[src/rtl/rf_scoreboard_ctrl_pkg.sv]
// rtl/rf_scoreboard_ctrl_pkg.sv - shared constants and FSM encoding for the register scoreboard
package rf_scoreboard_ctrl_pkg;

    localparam int REG_COUNT  = 32;
    localparam int REG_IDX_W  = 5;
    localparam int CNT_W      = 2;
    localparam int INFLIGHT_W = 7;

    localparam logic [CNT_W-1:0] CNT_MAX = 2'd3;

    localparam logic [1:0] ST_RUN   = 2'd0;
    localparam logic [1:0] ST_DRAIN = 2'd1;
    localparam logic [1:0] ST_DONE  = 2'd2;

endpackage

[src/rtl/sb_counter.sv]
// rtl/sb_counter.sv - saturating 2-bit up/down pending-write counter for one register
module sb_counter
    import rf_scoreboard_ctrl_pkg::*;
(
    input  logic             clk_i,
    input  logic             resetn_i,
    input  logic             inc_i,
    input  logic             dec_i,
    output logic [CNT_W-1:0] cnt_o,
    output logic             zero_o,
    output logic             full_o
);

    logic [CNT_W-1:0] cnt_q;
    logic [CNT_W-1:0] cnt_d;

    // Simultaneous inc and dec cancel, so the count holds.
    always_comb begin
        cnt_d = cnt_q;
        if (inc_i && !dec_i && (cnt_q != CNT_MAX)) begin
            cnt_d = cnt_q + 1'b1;
        end else if (dec_i && !inc_i && (cnt_q != '0)) begin
            cnt_d = cnt_q - 1'b1;
        end
    end

    always_ff @(posedge clk_i) begin
        if (!resetn_i) begin
            cnt_q <= '0;
        end else begin
            cnt_q <= cnt_d;
        end
    end

    assign cnt_o  = cnt_q;
    assign zero_o = (cnt_q == '0);
    assign full_o = (cnt_q == CNT_MAX);

endmodule

[src/rtl/rf_scoreboard_ctrl.sv]
// rtl/rf_scoreboard_ctrl.sv - register-file write scoreboard with issue interlock and drain FSM
module rf_scoreboard_ctrl
    import rf_scoreboard_ctrl_pkg::*;
(
    input  logic                  Clk,
    input  logic                  Reset,
    input  logic                  IssueValid,
    output logic                  IssueReady,
    input  logic [REG_IDX_W-1:0]  IssueSrc1,
    input  logic [REG_IDX_W-1:0]  IssueSrc2,
    input  logic                  IssueDstValid,
    input  logic [REG_IDX_W-1:0]  IssueDst,
    input  logic                  WbValid,
    input  logic [REG_IDX_W-1:0]  WbReg,
    output logic                  RfWriteEnable,
    output logic [REG_IDX_W-1:0]  RfWriteSelect,
    input  logic                  DrainReq,
    output logic                  DrainDone,
    output logic [INFLIGHT_W-1:0] InFlight,
    output logic                  WbError
);

    logic [1:0]            state_q, state_d;
    logic                  wb_error_q, wb_error_d;
    logic [REG_COUNT-1:0]  zero_w, full_w, inc_w, dec_w;
    logic [CNT_W-1:0]      cnt_w [REG_COUNT];
    logic                  issue_fire, issue_inc, wb_hit, wb_miss, rf_wr;
    logic [INFLIGHT_W-1:0] in_flight_sum, in_flight_next;

    // r0 is hard-wired as never pending and never full.
    assign zero_w[0] = 1'b1;
    assign full_w[0] = 1'b0;
    assign cnt_w[0]  = '0;

    for (genvar r = 1; r < REG_COUNT; r++) begin : g_cnt
        sb_counter u_cnt (
            .clk_i    (Clk),
            .resetn_i (Reset),
            .inc_i    (inc_w[r]),
            .dec_i    (dec_w[r]),
            .cnt_o    (cnt_w[r]),
            .zero_o   (zero_w[r]),
            .full_o   (full_w[r])
        );
    end

    // Sources look at pre-update counts, so a same-cycle writeback is not bypassed.
    assign IssueReady = (state_q == ST_RUN) && zero_w[IssueSrc1] && zero_w[IssueSrc2] &&
                        !(IssueDstValid && full_w[IssueDst]);

    assign issue_fire    = IssueValid && IssueReady;
    assign issue_inc     = issue_fire && IssueDstValid && (IssueDst != '0);
    assign rf_wr         = WbValid && (WbReg != '0);
    assign wb_hit        = rf_wr && !zero_w[WbReg];
    assign wb_miss       = rf_wr && zero_w[WbReg];
    assign RfWriteEnable = rf_wr;
    assign RfWriteSelect = WbReg;

    always_comb begin
        inc_w = '0;
        dec_w = '0;
        if (issue_inc) begin
            inc_w[IssueDst] = 1'b1;
        end
        if (wb_hit) begin
            dec_w[WbReg] = 1'b1;
        end
    end

    always_comb begin
        in_flight_sum = '0;
        for (int r = 1; r < REG_COUNT; r++) begin
            in_flight_sum = in_flight_sum + INFLIGHT_W'(cnt_w[r]);
        end
    end

    assign InFlight       = in_flight_sum;
    assign in_flight_next = in_flight_sum + INFLIGHT_W'(issue_inc) - INFLIGHT_W'(wb_hit);
    assign DrainDone      = (state_q == ST_DONE);

    always_comb begin
        state_d    = state_q;
        wb_error_d = wb_error_q || wb_miss;
        case (state_q)
            ST_RUN:   if (DrainReq) state_d = ST_DRAIN;
            ST_DRAIN: if (in_flight_next == '0) state_d = ST_DONE;
            ST_DONE:  state_d = DrainReq ? ST_DRAIN : ST_RUN;
            default:  state_d = ST_RUN;
        endcase
    end

    always_ff @(posedge Clk) begin
        if (!Reset) begin
            state_q    <= ST_RUN;
            wb_error_q <= 1'b0;
        end else begin
            state_q    <= state_d;
            wb_error_q <= wb_error_d;
        end
    end

    assign WbError = wb_error_q;

endmodule

[config.mk]
export PLATFORM = sky130hd
export DESIGN_NAME = rf_scoreboard_ctrl
export DESIGN_NICKNAME = d
export VERILOG_FILES = /design/src/rtl/rf_scoreboard_ctrl_pkg.sv /design/src/rtl/sb_counter.sv /design/src/rtl/rf_scoreboard_ctrl.sv
export SDC_FILE = /design/constraint.sdc
export NUM_CORES = 1
export LEC_CHECK = 0
export CAP_MARGIN = 20
export CORE_AREA = 2 2 182 95
export DETAILED_ROUTE_END_ITERATION = 6
export DIE_AREA = 0 0 184 97
export SKIP_LAST_GASP = 1
export SYNTH_ARGS = -nofsm -noshare
export SYNTH_HDL_FRONTEND = slang
export SYNTH_SLANG_ARGS = --single-unit
[constraint.sdc]
create_clock -name Clk -period 11.45 [get_ports Clk]
set_clock_uncertainty 0.05 [all_clocks]
set_input_delay 2.29 -clock Clk [delete_from_list [all_inputs] [get_ports Clk]]
set_output_delay 2.29 -clock Clk [all_outputs]
set_load 0.01 [all_outputs]
==> flow_summary_export.csv <==
group,metric,value,unit
drt,detail_route.vias_per_cell,6.10,
synthesis,avgSynthCellArea,7.89,sq um
pwr,p_leak,2.95,nW
worst_setup_path,crit_chain,"inv_1, fa_1, fa_1, inv_1, fa_1, fa_1, fa_1, fa_1, inv_1, fa_1, inv_1, ha_1, fa_1, a21oi_1, nor2_1, nor2_1, xnor2_1, clkdlybuf4s50_1",
worst_setup_path,cpMostUsedCell,"fa_1",
worst_setup_path,cp_slowest_stage_delay,0.61,ns
finish,drive_gt1_frac,0.0697,
worst_setup_path,critPathArrivalTime,6.54,ns
drt,wirelength,25.2,mm
timing,min_period,8.88,ns
drt,first_iter_violations,1061,
floorplanning,dieArea,17800,sq um
clock_network,cts_setup_buffers,0,
drt,via_count,6968,
floorplanning,core_area,16100,sq um
global_routing,grt_pass1_vias,6368,
drt,drc_errors,0,
clock_network,clkSlewWorstSetupHoldPaths,0.06,ns
clock_network,htreeDepth,3,
synthesis,synth_top_cell_by_area,"dfxtp_1",
finish,nNetsFinal,1029,
placement,gp_congestion,0.993,
clock_network,cts_made_buffers,9,
drt,drt-met1-wl,11.9,mm
synthesis,synthTopCellsByArea,"dfxtp_1, fa_1, inv_1, xnor2_1, o21ai_0",
global_routing,antenna_found_initial,0,
worst_setup_path,start_kind,"register",
timing,finalSetupViolations,0,
placement,dp.final_hpwl,19.7,mm
timing,max_slew_margin,0.226,
drt,wl_per_cell,22.1,um
worst_setup_path,crit_slowest_cell,"clkdlybuf4s50_1",
timing,worstMarginPinSlew,1.16,ns
worst_setup_path,worst-path-max-fanout,7,
clock_network,cts-root-buf,"clkbuf_16",
synthesis,ys_seq_area_frac,0.181,
drt,met2_length,8.59,mm
global_routing,grt_pass1_wl,38.9,mm
timing,fmax,0.113,GHz
run_status,status,"complete, no violations",
placement,io_buffers,41,
worst_setup_path,r2r_cells,23,
synthesis,yosysMostFrequentCell,"inv_1",
clock_network,clk_latency,0.35,ns
pwr,power_density,87.7,nW/um^2
clock_network,hold_buffers,0,
timing,rsz0062_at_grt,"false",
synthesis,ys.flop_type,"dfxtp_1",
synthesis,synthTopCellsByCount,"inv_1, nor2_1, nand2_1",
pwr,ir_worst_vdd,0.0000652,V
synthesis,yosysWarnings,0,
synthesis,synth_seq_cells,65,
synthesis,synth_edf_count,0,
drt,drt_first_pass_iters,6,
synthesis,netlist-cell-type-count,78,
synthesis,synth_cells,912,
global_routing,grt_max_degree,42,
worst_setup_path,path_class,"reg -> out",
finish,area_growth,11.3,%
finish,diodes,0,
finish,nFillCells,1599,
floorplanning,pin_count,42,
synthesis,synth_top_area_share,0.181,
worst_setup_path,crit_required,9.11,ns
timing,hold_viol,0,
synthesis,syn_nets,1013,
hold_path,worstHoldPathType,"reg -> reg",
hold_path,hold_path_depth,2,
global_routing,overflow,0,
timing,holdWs,0.424,ns
clock_network,cts_num_sinks,65,
floorplanning,die_h,97,um
floorplanning,rows,33,
drt,top_layer_used,"met4",
timing,finalCritPeriodShare,0.776,
floorplanning,fp.dieW,184,um
drt,met3_length,4.31,mm
global_routing,grt_util_all_layers,0.292,
clock_network,cts.repair.resized,0,
synthesis,synthesis.area,7200,sq um
floorplanning,start_util,0.447,
drt,drtAntennaViolNets,0,
run,drv_cap,0,
timing,tns,0,ns
timing,drv_slew,0,
clock_network,cts_buffer_depth,2,
worst_setup_path,end_kind,"output port",
synthesis,synthArstFlopShare,0,
clock_network,cts_tree,"yes",
==> path summary, 6_finish.rpt <==
kind | end | slack (ns) | start
worst max-delay path | InFlight[5] | 2.57 | g_cnt[18].u_cnt.cnt_o[1]
worst min-delay path | WbError | 0.42 | WbError
worst max register to register | state_q[0] | 3.77 | g_cnt[18].u_cnt.cnt_o[1]
worst min register to register | WbError | 0.42 | WbError
==> layout by cell type (no fill, tap or decap), types with 8 or more instances in the layout <==
cell,count
a2111oi_0,12
a21oi_1,54
and2_1,23
and3_1,10
buf_4,10
clkbuf_16,9
clkdlybuf4s50_1,41
dfxtp_1,65
fa_1,58
ha_1,17
inv_1,104
mux4_2,13
nand2_1,70
nand3_1,29
nor2_1,79
nor2b_1,11
nor3_1,59
nor3b_1,16
o21ai_0,61
o31ai_1,8
xnor2_1,43
xor2_1,13
==> stage by stage <==
step | total power [mW] | area, sq um | setup slack (ns) | utilization | std cells
after floorplan | 0.352 | 7200 | 3.88 | - | 912
after global placement | 0.413 | 7700 | 2.99 | 0.478 | 1125
after detailed placement | 0.413 | 7700 | 2.96 | 0.478 | 1125
after CTS | 0.699 | 8000 | 2.59 | 0.497 | 1141
after global routing | 0.730 | 8010 | 2.30 | 0.497 | 1143
final | 0.702 | 8010 | 2.57 | 0.497 | 1143
==> layer usage <==
layer,vias to the layer above,global-route usage
met1,3262,0.471
met3,42,0.135
met2,498,0.340
li1,3166,-
met5,-,0
met4,0,0.0443
==> state kept, by name, indices dropped and copies added (netlist names) <==
signal and cells:
WbError 1, state_q 2, g_cnt.u_cnt.cnt_o 62
==> layout make-up <==
cell class,count,area [sq um],area share
clock buffer,10,229,0.0286
clock inverter,6,67.6,0.00843
inverter,106,400,0.0500
multi-input combinational,693,5250,0.656
sequential,65,1300,0.162
tap,210,263,0.0328
timing repair buffer,53,498,0.0622
==> cell families after synthesis <==
family | Yosys count | share of synthesized area
and+or+nand+nor | 349 | 0.248
buffers and inverters | 154 | 0.0902
muxes | 19 | 0.0494
AOI/OAI and AO/OA | 193 | 0.170
xor gates and xnor gates | 57 | 0.0704
DFF | 65 | 0.181
adders and majority gates | 75 | 0.191
==> worst max-delay path, delay by kind of cell, from the launching register on <==
kind            cells  cell delay, ns
simple gates        2            0.19
compound gates      1            0.18
xor+xnor            1            0.24
flops               1            0.46
buf+inv             5            0.85
fa+ha+maj           9            4.28
==> where the power goes <==
part | switching (mW) | internal (mW) | leakage (nW) | total, mW
sequential | 0.00433 | 0.229 | 0.524 | 0.233
combinational | 0.116 | 0.0663 | 2.29 | 0.182
clock | 0.117 | 0.169 | 0.139 | 0.287
No activity file was read; power rests on OpenSTA's default activity.
